--- config.mk ---
export PLATFORM = sky130hd
export DESIGN_NAME = sal_bk_sched_flat
export DESIGN_NICKNAME = d
export VERILOG_FILES = /design/src/rtl/sal_bk_sched_if.sv /design/src/rtl/sal_bk_sched.sv /design/src/flat_wrapper.sv
export SDC_FILE = /design/constraint.sdc
export NUM_CORES = 1
export LEC_CHECK = 0
export ABC_AREA = 1
export CORE_MARGIN = 2
export CORE_UTILIZATION = 46
export CTS_CLUSTER_SIZE = 20
export DETAILED_ROUTE_END_ITERATION = 6
export GPL_TIMING_DRIVEN = 0
export PLACE_DENSITY = 0.84
export SLEW_MARGIN = 20
export SYNTH_ARGS = -nofsm -noshare
export SYNTH_HDL_FRONTEND = slang
export SYNTH_SLANG_ARGS = --single-unit
--- constraint.sdc ---
create_clock -name clk -period 5.6 [get_ports clk]
set_clock_uncertainty 0.05 [all_clocks]
set_input_delay 0.56 -clock clk [delete_from_list [all_inputs] [get_ports clk]]
set_output_delay 0.56 -clock clk [all_outputs]
set_load 0.01 [all_outputs]
--- src/rtl/sal_bk_sched_if.sv ---
// Shared types, timing monitor interface and the bank request /
// DRAM command bus of the sal_bk_sched command scheduler.
package sal_bk_pkg;
    typedef logic [2:0]  dram_ba_t;
    typedef logic [15:0] dram_ra_t;
    typedef logic [9:0]  dram_ca_t;
    typedef logic [3:0]  axi_id_t;
    typedef logic [7:0]  axi_len_t;
    typedef logic [7:0]  seq_num_t;
    typedef logic [3:0]  t_cnt_t;

    typedef struct packed {
        logic     act_req;
        logic     rd_req;
        logic     wr_req;
        logic     pre_req;
        logic     ref_req;
        dram_ba_t ba;
        dram_ra_t ra;
        dram_ca_t ca;
        axi_id_t  id;
        axi_len_t len;
        seq_num_t seq_num;
    } bk_req_t;

    typedef struct packed {
        logic act_gnt;
        logic rd_gnt;
        logic wr_gnt;
        logic pre_gnt;
        logic ref_gnt;
    } bk_gnt_t;

    typedef enum logic [2:0] {
        CMD_NOP = 3'd0,
        CMD_ACT = 3'd1,
        CMD_RD  = 3'd2,
        CMD_WR  = 3'd3,
        CMD_PRE = 3'd4,
        CMD_REF = 3'd5
    } cmd_e;
endpackage

interface TIMING_IF;
    import sal_bk_pkg::*;

    t_cnt_t t_rrd_m1;
    t_cnt_t t_ccd_m1;
    t_cnt_t t_wtr_m1;
    t_cnt_t t_rtw_m1;

    modport MON (
        input t_rrd_m1,
        input t_ccd_m1,
        input t_wtr_m1,
        input t_rtw_m1
    );

    modport CFG (
        output t_rrd_m1,
        output t_ccd_m1,
        output t_wtr_m1,
        output t_rtw_m1
    );
endinterface

interface sal_bk_sched_if #(
    parameter int NUM_BANKS = 4
);
    import sal_bk_pkg::*;

    bk_req_t    bk_reqs_i [NUM_BANKS];
    bk_gnt_t    bk_gnts_o [NUM_BANKS];
    logic       cmd_valid_o;
    logic [2:0] cmd_type_o;
    dram_ba_t   cmd_ba_o;
    dram_ra_t   cmd_ra_o;
    dram_ca_t   cmd_ca_o;
    axi_id_t    cmd_id_o;
    axi_len_t   cmd_len_o;
    seq_num_t   cmd_seq_o;

    modport master (
        input  bk_reqs_i,
        output bk_gnts_o,
        output cmd_valid_o,
        output cmd_type_o,
        output cmd_ba_o,
        output cmd_ra_o,
        output cmd_ca_o,
        output cmd_id_o,
        output cmd_len_o,
        output cmd_seq_o
    );

    modport slave (
        output bk_reqs_i,
        input  bk_gnts_o,
        input  cmd_valid_o,
        input  cmd_type_o,
        input  cmd_ba_o,
        input  cmd_ra_o,
        input  cmd_ca_o,
        input  cmd_id_o,
        input  cmd_len_o,
        input  cmd_seq_o
    );
endinterface

--- src/rtl/sal_bk_sched.sv ---
// Inter-bank DRAM command scheduler: class priority, per-class
// round-robin, tRRD/tCCD/tWTR/tRTW gating, registered command bus.
module sal_bk_sched
    import sal_bk_pkg::*;
#(
    parameter int NUM_BANKS = 4
) (
    input  logic           clk,
    input  logic           rst,
    TIMING_IF.MON          timing_if,
    sal_bk_sched_if.master bus
);
    localparam int PW = $clog2(NUM_BANKS);

    typedef logic [PW-1:0]        ptr_t;
    typedef logic [NUM_BANKS-1:0] vec_t;

    bk_req_t reqs [NUM_BANKS];
    bk_gnt_t gnts [NUM_BANKS];

    assign reqs          = bus.bk_reqs_i;
    assign bus.bk_gnts_o = gnts;

    t_cnt_t rrd_cnt;
    t_cnt_t ccd_cnt;
    t_cnt_t rtw_cnt;
    t_cnt_t wtr_cnt;

    ptr_t ref_ptr;
    ptr_t cas_ptr;
    ptr_t act_ptr;
    ptr_t pre_ptr;

    vec_t ref_el;
    vec_t rd_el;
    vec_t wr_el;
    vec_t act_el;
    vec_t pre_el;

    logic act_ok;
    logic rd_ok;
    logic wr_ok;

    logic [PW:0] ref_pk;
    logic [PW:0] cas_pk;
    logic [PW:0] act_pk;
    logic [PW:0] pre_pk;

    logic    g_valid;
    cmd_e    g_type;
    ptr_t    g_bank;
    bk_req_t g_req;

    logic ld_act;
    logic ld_rd;
    logic ld_wr;

    // First set bit at or after p, wrapping; MSB flags a hit.
    function automatic logic [PW:0] rr_pick(
        input vec_t v,
        input ptr_t p
    );
        logic [PW:0] r;
        ptr_t        idx;
        r = '0;
        for (int i = NUM_BANKS - 1; i >= 0; i--) begin
            idx = p + ptr_t'(i);
            if (v[idx]) begin
                r = {1'b1, idx};
            end
        end
        return r;
    endfunction

    function automatic t_cnt_t dec(input t_cnt_t c);
        return (c == '0) ? c : c - 1'b1;
    endfunction

    assign act_ok = (rrd_cnt == '0);
    assign rd_ok  = (ccd_cnt == '0) && (wtr_cnt == '0);
    assign wr_ok  = (ccd_cnt == '0) && (rtw_cnt == '0);

    always_comb begin
        ref_el = '0;
        rd_el  = '0;
        wr_el  = '0;
        act_el = '0;
        pre_el = '0;
        for (int b = 0; b < NUM_BANKS; b++) begin
            ref_el[b] = reqs[b].ref_req;
            rd_el[b]  = reqs[b].rd_req & rd_ok;
            wr_el[b]  = reqs[b].wr_req & wr_ok;
            act_el[b] = reqs[b].act_req & act_ok;
            pre_el[b] = reqs[b].pre_req;
        end
    end

    assign ref_pk = rr_pick(ref_el, ref_ptr);
    assign cas_pk = rr_pick(rd_el | wr_el, cas_ptr);
    assign act_pk = rr_pick(act_el, act_ptr);
    assign pre_pk = rr_pick(pre_el, pre_ptr);

    always_comb begin
        g_valid = 1'b0;
        g_type  = CMD_NOP;
        g_bank  = '0;
        if (ref_pk[PW]) begin
            g_valid = 1'b1;
            g_type  = CMD_REF;
            g_bank  = ref_pk[PW-1:0];
        end else if (cas_pk[PW]) begin
            g_valid = 1'b1;
            g_bank  = cas_pk[PW-1:0];
            // A bank raising both RD and WR gets RD.
            g_type  = rd_el[g_bank] ? CMD_RD : CMD_WR;
        end else if (act_pk[PW]) begin
            g_valid = 1'b1;
            g_type  = CMD_ACT;
            g_bank  = act_pk[PW-1:0];
        end else if (pre_pk[PW]) begin
            g_valid = 1'b1;
            g_type  = CMD_PRE;
            g_bank  = pre_pk[PW-1:0];
        end
    end

    assign g_req = reqs[g_bank];

    always_comb begin
        for (int b = 0; b < NUM_BANKS; b++) begin
            gnts[b] = '0;
            if (!rst && g_valid && g_bank == ptr_t'(b)) begin
                unique case (g_type)
                    CMD_ACT: gnts[b].act_gnt = 1'b1;
                    CMD_RD:  gnts[b].rd_gnt  = 1'b1;
                    CMD_WR:  gnts[b].wr_gnt  = 1'b1;
                    CMD_PRE: gnts[b].pre_gnt = 1'b1;
                    CMD_REF: gnts[b].ref_gnt = 1'b1;
                    default: ;
                endcase
            end
        end
    end

    assign ld_act = g_valid && (g_type == CMD_ACT);
    assign ld_rd  = g_valid && (g_type == CMD_RD);
    assign ld_wr  = g_valid && (g_type == CMD_WR);

    always_ff @(posedge clk or posedge rst) begin
        if (rst) begin
            rrd_cnt <= '0;
            ccd_cnt <= '0;
            rtw_cnt <= '0;
            wtr_cnt <= '0;
            ref_ptr <= '0;
            cas_ptr <= '0;
            act_ptr <= '0;
            pre_ptr <= '0;
        end else begin
            rrd_cnt <= ld_act ? timing_if.t_rrd_m1 : dec(rrd_cnt);
            ccd_cnt <= (ld_rd || ld_wr) ? timing_if.t_ccd_m1
                                        : dec(ccd_cnt);
            rtw_cnt <= ld_rd ? timing_if.t_rtw_m1 : dec(rtw_cnt);
            wtr_cnt <= ld_wr ? timing_if.t_wtr_m1 : dec(wtr_cnt);
            if (g_valid) begin
                unique case (g_type)
                    CMD_REF:        ref_ptr <= g_bank + 1'b1;
                    CMD_RD, CMD_WR: cas_ptr <= g_bank + 1'b1;
                    CMD_ACT:        act_ptr <= g_bank + 1'b1;
                    CMD_PRE:        pre_ptr <= g_bank + 1'b1;
                    default: ;
                endcase
            end
        end
    end

    always_ff @(posedge clk or posedge rst) begin
        if (rst) begin
            bus.cmd_valid_o <= 1'b0;
            bus.cmd_type_o  <= CMD_NOP;
            bus.cmd_ba_o    <= '0;
            bus.cmd_ra_o    <= '0;
            bus.cmd_ca_o    <= '0;
            bus.cmd_id_o    <= '0;
            bus.cmd_len_o   <= '0;
            bus.cmd_seq_o   <= '0;
        end else begin
            bus.cmd_valid_o <= g_valid;
            bus.cmd_type_o  <= g_type;
            if (g_valid) begin
                bus.cmd_ba_o  <= g_req.ba;
                bus.cmd_ra_o  <= g_req.ra;
                bus.cmd_ca_o  <= g_req.ca;
                bus.cmd_id_o  <= g_req.id;
                bus.cmd_len_o <= g_req.len;
                bus.cmd_seq_o <= g_req.seq_num;
            end
        end
    end
endmodule
--- src/flat_wrapper.sv ---
// flat-port wrapper written by rule: the top's interface ports become plain ports
module sal_bk_sched_flat import sal_bk_pkg::*;
#(
    parameter int NUM_BANKS = 4
)
  (clk, rst, timing_if_t_rrd_m1, timing_if_t_ccd_m1, timing_if_t_wtr_m1, timing_if_t_rtw_m1, bus_bk_reqs_i, bus_bk_gnts_o, bus_cmd_valid_o, bus_cmd_type_o, bus_cmd_ba_o, bus_cmd_ra_o, bus_cmd_ca_o, bus_cmd_id_o, bus_cmd_len_o, bus_cmd_seq_o);
  TIMING_IF timing_if_i ();
  sal_bk_sched_if #(.NUM_BANKS(NUM_BANKS)) bus_i ();
  input  logic clk;
  input  logic rst;
  input wire logic [$bits(timing_if_i.t_rrd_m1)-1:0] timing_if_t_rrd_m1;
  input wire logic [$bits(timing_if_i.t_ccd_m1)-1:0] timing_if_t_ccd_m1;
  input wire logic [$bits(timing_if_i.t_wtr_m1)-1:0] timing_if_t_wtr_m1;
  input wire logic [$bits(timing_if_i.t_rtw_m1)-1:0] timing_if_t_rtw_m1;
  input wire logic [$bits(bus_i.bk_reqs_i)-1:0] bus_bk_reqs_i;
  output wire logic [$bits(bus_i.bk_gnts_o)-1:0] bus_bk_gnts_o;
  output wire logic [$bits(bus_i.cmd_valid_o)-1:0] bus_cmd_valid_o;
  output wire logic [$bits(bus_i.cmd_type_o)-1:0] bus_cmd_type_o;
  output wire logic [$bits(bus_i.cmd_ba_o)-1:0] bus_cmd_ba_o;
  output wire logic [$bits(bus_i.cmd_ra_o)-1:0] bus_cmd_ra_o;
  output wire logic [$bits(bus_i.cmd_ca_o)-1:0] bus_cmd_ca_o;
  output wire logic [$bits(bus_i.cmd_id_o)-1:0] bus_cmd_id_o;
  output wire logic [$bits(bus_i.cmd_len_o)-1:0] bus_cmd_len_o;
  output wire logic [$bits(bus_i.cmd_seq_o)-1:0] bus_cmd_seq_o;
  assign timing_if_i.t_rrd_m1 = timing_if_t_rrd_m1;
  assign timing_if_i.t_ccd_m1 = timing_if_t_ccd_m1;
  assign timing_if_i.t_wtr_m1 = timing_if_t_wtr_m1;
  assign timing_if_i.t_rtw_m1 = timing_if_t_rtw_m1;
  assign bus_i.bk_reqs_i = {>>{bus_bk_reqs_i}};
  assign bus_bk_gnts_o = {>>{bus_i.bk_gnts_o}};
  assign bus_cmd_valid_o = bus_i.cmd_valid_o;
  assign bus_cmd_type_o = bus_i.cmd_type_o;
  assign bus_cmd_ba_o = bus_i.cmd_ba_o;
  assign bus_cmd_ra_o = bus_i.cmd_ra_o;
  assign bus_cmd_ca_o = bus_i.cmd_ca_o;
  assign bus_cmd_id_o = bus_i.cmd_id_o;
  assign bus_cmd_len_o = bus_i.cmd_len_o;
  assign bus_cmd_seq_o = bus_i.cmd_seq_o;
  sal_bk_sched #(.NUM_BANKS(NUM_BANKS)) u_core (.clk(clk), .rst(rst), .timing_if(timing_if_i), .bus(bus_i));
endmodule
== Word level (Yosys, flattened, before mapping) ==
Cells that the tools add are included.
Word-level totals
  output and inout port bits: 73
  logic and storage cells: 182
  register bits: 77
  input port bits: 234
Cells by class
  multiplexer cells: 83
  bitwise logic cells: 14
  reductions and logical operators: 22
  $lt $le $gt $ge: 18
  add/subtract/negate cells: 17
  eq/ne operators: 12
Operators by type and width (count)
  54-bit binary-select mux with 2-bit select: 1
  49-bit 2-to-1 mux: 2
  3-bit 2-to-1 mux: 20
  2-bit by 3-bit less-than comparator with 1-bit output, second input constant: 17
  1-bit binary-select mux with 2-bit select: 17
  4-bit 2-to-1 mux: 8
  1-bit 2-to-1 mux: 27
  5-bit 2-to-1 mux: 4
  2-bit adder, second input constant: 8
  4-bit zero test: 4
  4-bit by 1-bit subtractor with 4-bit output, second input constant: 4
  1-bit bitwise AND: 12
  2-bit by 1-bit adder with 2-bit output, second input constant: 5
  1-bit logical AND: 10
  2-bit 2-to-1 mux: 4
  2-bit AND reduction: 4
  3-bit by 2-bit == test with 1-bit output, second input constant: 2
  3-bit == test, second input constant: 2
  2-bit inequality test, second input constant: 3
  2-bit == test, second input constant: 2
  4-bit OR: 1
  3-bit by 1-bit == test with 1-bit output, second input constant: 1
  3-bit greater-or-equal comparator, second input constant: 1
  2-bit NOT with 3-bit output: 1
  other kinds (6): 6

== Depth between registers and ports, before layout ==
Gate-level depths: netlist of the first run.
  depth after elaboration: 19
  gate-level depth with buffers: 23
  gate-level depth less buffers: 21

== Worst setup path before layout of the first run ==
Ideal clock, no wire load.
  path type: reg-to-output
  start point: register u_core.rrd_cnt[0]
  end point: output bus_bk_gnts_o[17]
  arrival: 2.556 ns
  setup slack: 2.434 ns
  data required time: 4.990 ns
  cell stages (with the launch flop): 22
  path buffers: 2
  cell sequence: dfrtp_1 inv_1 ha_1 nand2_1 nor2_4 nand3_1 nand2_1 nand2_1 nand2_1 nand2_1 nand2_1 o21ai_1 nor2_1 nor2_2 nand2_4 nand2_2 buf_6 buf_2 inv_1 ha_1 nand2_1 nor2_1
On the way
  cells in the longest elaborated chain, start to end: 14
  elaborated cells between the ends (all ways): 32
  classes of those cells: eq/ne (1); mux (23); bitwise (4); reduce/logical (4)
RTL lines
  start, declared: RTL line sal_bk_sched.sv:24  | t_cnt_t rrd_cnt;
  start signal, assigned: RTL line sal_bk_sched.sv:160  | rrd_cnt <= ld_act ? timing_if.t_rrd_m1 : dec(rrd_cnt);
  4-bit zero test *: RTL line sal_bk_sched.sv:79  | assign act_ok = (rrd_cnt == '0);
  1-bit bitwise AND: RTL line sal_bk_sched.sv:93  | act_el[b] = reqs[b].act_req & act_ok;
  1-bit binary-select mux with 2-bit select: RTL line sal_bk_sched.sv:68  | if (v[idx]) begin
  1-bit 2-to-1 mux (implied by the code): RTL line sal_bk_sched.sv:68
  3-bit 2-to-1 mux (3 in a row): RTL line sal_bk_sched.sv:68
  3-bit 2-to-1 mux *: RTL line sal_bk_sched.sv:68
  3-bit 2-to-1 mux, or another cell as far along: RTL line sal_bk_sched.sv:116  | end else if (act_pk[PW]) begin
  3-bit 2-to-1 mux, or another cell as far along: RTL line sal_bk_sched.sv:111  | end else if (cas_pk[PW]) begin
  3-bit 2-to-1 mux, or another cell as far along: RTL line sal_bk_sched.sv:107  | if (ref_pk[PW]) begin
  3-bit by 2-bit == test with 1-bit output, or another cell as far along: RTL line sal_bk_sched.sv:133  | unique case (g_type)
  1-bit 2-to-1 mux / 1-bit logical AND (equally long branches): RTL line sal_bk_sched.sv:133, sal_bk_sched.sv:132
  5-bit 2-to-1 mux *: RTL line sal_bk_sched.sv:132  | if (!rst && g_valid && g_bank == ptr_t'(b)) begin
  end, declared: RTL line flat_wrapper.sv:16  | output wire logic [$bits(bus_i.bk_gnts_o)-1:0] bus_bk_gnts_o;
Mark *: on every way between the ends. The rest lies on a longest branch, timed or not. The select of a mux whose other input is x is not followed.

== Final worst setup path of the first run ==
  start point: register u_core.rrd_cnt[0]
  end point: output bus_bk_gnts_o[1]
On the way
  cells in the longest elaborated chain, start to end: 14
  elaborated cells between the ends (all ways): 32
  classes of those cells: eq/ne (2); mux (23); bitwise (4); reduce/logical (3)
RTL lines (RTL line)
  4-bit zero test *: sal_bk_sched.sv:79
  1-bit bitwise AND: sal_bk_sched.sv:93
  1-bit binary-select mux with 2-bit select: sal_bk_sched.sv:68
  1-bit 2-to-1 mux (implied by the code): sal_bk_sched.sv:68
  3-bit 2-to-1 mux (3 in a row): sal_bk_sched.sv:68
  3-bit 2-to-1 mux *: sal_bk_sched.sv:68
  3-bit 2-to-1 mux, or another cell as far along: sal_bk_sched.sv:116
  3-bit 2-to-1 mux, or another cell as far along: sal_bk_sched.sv:111
  3-bit 2-to-1 mux, or another cell as far along: sal_bk_sched.sv:107
  3-bit == test, or another cell as far along: sal_bk_sched.sv:133
  1-bit 2-to-1 mux / 1-bit logical AND (equally long branches): sal_bk_sched.sv:133, sal_bk_sched.sv:132
  5-bit 2-to-1 mux *: sal_bk_sched.sv:132
Marked as above.

==> run summary, run 1 <==
run status: finished, final reports clean
number of placement rows: 44
initial DRC count: 546
Int Pwr: 3.118 mW
drt pass-1 iters: 6
Die Ht: 125.2 um
WL/cell: 14.79 um
Yosys top cell by area: dfrtp_1
gp weighted congestion: 0.9386
# setup viols final: 0
CTS hold repair buffers: 0
FF+latch count, synth: 77
Slew Limit Fails: 0
post-CTS setup buffer count: 0
CP dominant cell by count: nand2_1
fin crit share: 0.8486
slowest CP cell: clkdlybuf4s50_1
Slew HR: 0.6427
synthesized area: 0.006754 sq mm
# DRC: 0
initial antenna violation count: 1
crit path launch type: register
worst skew pair latency: 0.35 ns
Leak: 5.653 nW
Worst Path Arrival: 4.14 ns
ranking of synthesized cells by area: dfrtp_1, nand2_1, nand3_1
number of diodes: 0
Setup TNS: 0 ns
reg-to-reg startpoint: u_core.rrd_cnt[0]
Largest stage delay, worst path: 0.55 ns
Crit Path Class: reg -> out
HP Class: reg -> reg
post-CTS sizing: 0
CTS tree: yes
sequential share of power: 0.165
fin crit period: 4.752 ns
routed wire length: 24.84 mm
Final #Nets: 1736
syn_nets: 1418
Post-synth EDFFs: 0
transition time at the pin with the least slew margin: 0.5340 ns
Yosys cell types: 34
critical path capture point type: primary output
critical path fanouts, max: 11
Die X: 125.2 um
core footprint: 0.01442 sq mm
post-synthesis async set-or-reset flop share: 1.000
Overall Global Routing Usage: 0.3166
Clock Tree Buf Depth: 2
max-cap violation count: 0
Hold Vio Cnt, Final: 0
PwrDens: 628.1 mW/mm^2
RSZ-0062 raised after global routing: false
first-pass GRT wire length: 40.04 mm
Synth top cells by count: nand2_1, nand3_1, inv_1, dfrtp_1, nor2_1
pin count of the biggest net entering global routing: 49
Sw Ratio: 0.5213
via count: 8387
most frequent cell after synthesis: nand2_1
Clock power frac: 0.092
Hold WS: 0.4253 ns
Post-synth top flop: dfrtp_1
post-synth top area share: 0.2853
io pins: 307
Comb pwr share: 0.744
DRT antenna net count: 0
root buf cell: clkbuf_16
vias in the first global route: 8194
clk slew on worst S/H paths: 0.06 ns
Gate Count Post-Synth: 1172
worst-path cell chain: inv_1, ha_1, nand2_1, nor2_4, nand3_1, nand2_1, nand2_1, a21boi_0, o21ai_0, nand2_1, nand2_1, nand3_1, inv_1, nor2_1, buf_2, ha_1, nand2_1, nor2_1, clkdlybuf4s50_1
Switch Pwr: 3.395 mW
CTS Sinks: 77
Initial Util: 0.4683
WP data required: 4.99 ns
clock buffer count from CTS: 9
Ys Warns: 0
die area: 0.01567 sq mm
maximum clock frequency: 210.4 MHz
H-tree depth: 3
total grt overflow: 0
Port Buf Inserts: 306
Final HPWL DP: 19.55 mm
P&R area growth vs syn: 53.54%
layout cells sized above 1: 0.05284
Peak supply drop: 0.3248 mV
Hold Startpoint: u_core.bus.cmd_len_o[2]
Mean Syn Cell Area: 5.763 sq um
vias per cell: 4.995
Seq/Total Area, Yosys: 0.2853
CP startpoint: u_core.rrd_cnt[0]
## per-stage QoR
stage	total power, mW	utilization	setup slack, ns	instance area, sq um	cells
4_1_cts	6.484	0.7189	0.9372	10370	1679
3_5_place_dp	5.855	0.6986	1.187	10080	1663
3_3_place_gp	5.726	0.6966	1.255	10050	1662
5_1_grt	7.167	0.7189	0.4970	10370	1679
6_report	6.513	0.7189	0.8480	10370	1679
2_1_floorplan	4.283	-	2.434	6754	1172
## power by group through the flow
stage / Combinational [mW] / Sequential, mW / Clock, mW
floorplan: 3.14 / 1.14 / 0
global placement: 4.66 / 1.06 / 0
detailed placement: 4.78 / 1.07 / 0
CTS: 4.82 / 1.07 / 0.596
global route: 5.44 / 1.10 / 0.621
finish: 4.84 / 1.07 / 0.597
## registers in the layout, indices dropped and copies added (netlist names), 4 cells and up
register and cells:
u_core.rtw_cnt 4, u_core.ccd_cnt 4, u_core.rrd_cnt 4, u_core.bus.cmd_id_o 4, u_core.bus.cmd_seq_o 8, u_core.bus.cmd_ra_o 16
u_core.wtr_cnt 4, u_core.bus.cmd_ca_o 10, u_core.bus.cmd_len_o 8
## area by class of cell
| class | instances | area (sq um) |
|---|---|---|
| tap | 184 | 230.2 |
| inverter | 245 | 922.1 |
| clock inverter | 5 | 50.05 |
| timing repair buffer | 307 | 3090 |
| fill | 1261 | 4054 |
| buffer | 58 | 286.5 |
| sequential | 77 | 1927 |
| multi-input combinational | 792 | 3621 |
| clock buffer | 11 | 242.7 |
## cell usage in the layout, fill, tap and decap left out, types with 4 or more instances in the layout
cell type	instances
nand2_1	418
nand4_1	8
nor2_2	7
inv_2	12
inv_1	232
nor2_1	36
xnor2_1	5
clkbuf_16	9
clkinv_2	4
o21ai_1	6
buf_4	8
clkbuf_1	22
dfrtp_1	77
buf_2	25
o21ai_0	24
clkdlybuf4s50_1	306
xor2_1	8
nand3_1	239
ha_1	12
## logic make-up after synthesis
group	share of synthesized area
buffers and inverters	0.1786
AO/OA/AOI/OAI	0.03316
flip-flops	0.2853
multiplexers	0.001482
XOR/XNOR	0.01686
adder cells (fa/ha/maj)	0.02223
AND/OR/NAND/NOR	0.4624
## layer usage
layer	track usage	vias up	routed length, um
li1	-	4187	-
met1	0.3713	3768	9691
met2	0.5620	372	12370
met3	0.06846	60	1954
met4	0.1281	0	824
met5	0	-	0
## path summary, 6_finish.rpt
check                                          end  cells after the start  slack, ns
max reg2reg                      u_core.ref_ptr[1]                     22       2.26
min                        u_core.bus.cmd_len_o[2]                      2       0.43
max in group asynchronous   u_core.bus.cmd_id_o[1]                      3       4.37
min reg2reg                u_core.bus.cmd_len_o[2]                      2       0.43
min in group asynchronous   u_core.bus.cmd_ba_o[2]                      2       0.54
max                               bus_bk_gnts_o[1]                     19       0.85
## critical path: cells and delay by family, from the launching register on
kind / cells / cell delay [ns]
buffers and inverters: 4 / 1.08
and+or+nand+nor: 11 / 1.54
AOI/OAI and AO/OA: 2 / 0.28
adders and majority gates: 2 / 0.52
DFF: 1 / 0.39
(Power assumes the default switching activity.)
==> inputs of run 2 (changes only) <==
--- a/config.mk
+++ b/config.mk
@@ -7,11 +7,11 @@
 export LEC_CHECK = 0
 export ABC_AREA = 1
 export CORE_MARGIN = 2
-export CORE_UTILIZATION = 46
+export CORE_UTILIZATION = 43
 export CTS_CLUSTER_SIZE = 20
 export DETAILED_ROUTE_END_ITERATION = 6
 export GPL_TIMING_DRIVEN = 0
-export PLACE_DENSITY = 0.84
+export PLACE_DENSITY = 0.79
 export SLEW_MARGIN = 20
 export SYNTH_ARGS = -nofsm -noshare
 export SYNTH_HDL_FRONTEND = slang
==> constraint.sdc (replaced) <==
create_clock -name clk -period 4.8 [get_ports clk]
set_clock_uncertainty 0.05 [all_clocks]
set_input_delay 0.48 -clock clk [delete_from_list [all_inputs] [get_ports clk]]
set_output_delay 0.48 -clock clk [all_outputs]
set_load 0.01 [all_outputs]
==> run 2 against run 1 <==
Effect of this change:
- non-clock buffer count did not move
- via count fell by 1.1%
- count of clock-buffer cells in the layout rose by 1
- critical path depth up 3
- cell area rose by 0.48%
- clock power up 18%
- worst hold slack better by 0.0040 ns
- die area is 6.7% higher
- sequential power grew 19%
- cell count rose by 1.6%
- largest cell class unchanged
==> run summary, run 2 (same netlist as run 1, synthesis figures left out) <==
run status: finished, final reports clean
commonest cells after routing, fill and taps aside: nand2_1, clkdlybuf4s50_1, nand3_1, inv_1, dfrtp_1
Slew HR: 0.6576
Peak supply drop: 0.4230 mV
routed wire length: 24.97 mm
Comb pwr share: 0.740
gp weighted congestion: 0.9403
via count: 8295
# DRC: 0
clk slew on worst S/H paths: 0.06 ns
Top reg by flops: u_core.bus.cmd_ra_o
number of placement rows: 45
drt pass-1 iters: 5
die area: 0.01673 sq mm
Hold Vio Cnt, Final: 0
Largest register FFs: 16
HP Class: reg -> reg
core footprint: 0.01526 sq mm
Initial Util: 0.4426
layout cells sized above 1: 0.05355
Clock power frac: 0.093
first-pass GRT wire length: 38.87 mm
worst-path cell chain: inv_1, ha_2, nand2_1, nor2_4, nand3_1, nand2_1, nand2_1, nand2_1, nand2_1, nand2_1, nand2_1, nand2_1, nor2_1, nor2_2, nand2_4, nand2_2, buf_6, buf_2, ha_1, nand2_1, nor2_1, clkdlybuf4s50_1
WL/cell: 14.64 um
# fillers: 1423
P&R area growth vs syn: 54.28%
maximum clock frequency: 224.0 MHz
# setup viols final: 0
CP dominant cell by count: nand2_1
H-tree depth: 3
DP Cell Count: 1690
PwrDens: 728.2 mW/mm^2
fin crit period: 4.465 ns
post-CTS sizing: 0
io pins: 307
Worst Path Arrival: 3.93 ns
Final HPWL DP: 20.05 mm
Crit Path Class: reg -> out
CTS tree: yes
total grt overflow: 0
initial DRC count: 595
Largest stage delay, worst path: 0.55 ns
R2R cell count: 18
Hold EP: u_core.bus.cmd_len_o[4]
Hold Path Stages: 2
sequential share of power: 0.167
largest registers: u_core.bus.cmd_ra_o (16), u_core.bus.cmd_ca_o (10)
slack of the worst reg-to-reg path: 1.50 ns
critical path fanouts, max: 11
Port Buf Inserts: 306
critical path capture point type: primary output
pin count of the biggest net entering global routing: 45
Final #Nets: 1736
non-filler cells, final: 1706
Leak: 5.643 nW
DRT antenna net count: 0
vias in the first global route: 7828
Hold Startpoint: u_core.bus.cmd_len_o[4]
commonest non-fill, non-tap cell in the layout: nand2_1
CTS Sinks: 77
post-CTS setup buffer count: 0
slowest CP cell: clkdlybuf4s50_1
Sw Ratio: 0.5182
WP data required: 4.27 ns
Switch Pwr: 3.932 mW
Die Ht: 129.3 um
CTS hold repair buffers: 0
Int Pwr: 3.656 mW
Clock Tree Buf Depth: 2
fin crit share: 0.9301
Setup TNS: 0 ns
register area: 0.001927 sq mm
RSZ-0062 raised after global routing: false
worst skew pair latency: 0.34 ns
crit path launch type: register
RR Endpoint: u_core.ref_ptr[1]
root buf cell: clkbuf_16
area of the multi-input gates: 0.003626 sq mm
Hold WS: 0.4293 ns
reg-to-reg startpoint: u_core.rrd_cnt[0]
Slew Limit Fails: 0
Die X: 129.3 um
Overall Global Routing Usage: 0.2977
initial antenna violation count: 1
vias per cell: 4.862
transition time at the pin with the least slew margin: 0.5136 ns
final core utilization: 0.6829
clock buffer count from CTS: 9
max-cap violation count: 0
-- run 2: changes by cell type in the layout (fill, tap and decap cells not counted), sizes merged --
cell,before,now
clkbuf,32,33
clkinv,4,0
clkinvlp,0,2
diode,0,1
-- run 2: power by group through the flow --
stage               clock network, mW  logic [mW]  registers [mW]
global placement                    0        5.46            1.26
finish                          0.706        5.62            1.27
floorplan                           0        3.67            1.33
detailed placement                  0        5.60            1.26
CTS                             0.714        5.62            1.26
global route                    0.742        6.35            1.30
-- run 2: routing by layer --
metal  share of wire  track usage  vias up
met1            0.39       0.3590     3715
li1                -            -     4190
met2            0.50       0.5251      347
met5               0            0        -
met4           0.028       0.1029        0
met3           0.079      0.06400       43
-- run 2: worst max-delay path: cells and delay by family, from the launching register on --
kind                     cells  cell delay [ns]
buffers and inverters        4             1.10
adder cells (fa/ha/maj)      2             0.47
AND/OR/NAND/NOR             16             1.61
flip-flops                   1             0.39
-- run 2: cell type report --
cell class / count / area share
Clock buffer: 12 / 0.02462
Clock inverter: 3 / 0.004323
Antenna cell: 1 / 0.0002402
Timing Repair Buffer: 307 / 0.2966
Sequential cell: 77 / 0.1849
Multi-Input combinational cell: 792 / 0.3480
Inverter: 245 / 0.08850
Tap cell: 211 / 0.02534
Buffer: 58 / 0.02750
-- run 2: how the worst max path moves through the flow --
stage / from / to
5_1_grt: u_core.rtw_cnt[0] / bus_bk_gnts_o[14]
4_1_cts: u_core.rrd_cnt[0] / bus_bk_gnts_o[3]
2_1_floorplan: u_core.rrd_cnt[0] / bus_bk_gnts_o[7]
3_3_place_gp: bus_bk_reqs_i[211] / bus_bk_gnts_o[14]
3_5_place_dp: bus_bk_reqs_i[211] / bus_bk_gnts_o[14]
6_report: u_core.rrd_cnt[0] / bus_bk_gnts_o[14]
-- run 2: through the flow --
step           worst slack (ns)  cell area [sq um]  power, mW
6_report                 0.3355              10420      7.588
3_3_place_gp             0.5678              10080      6.719
2_1_floorplan             1.714               6754      4.997
3_5_place_dp             0.5671              10110      6.861
4_1_cts                  0.1959              10410      7.594
5_1_grt                 0.01852              10420      8.388
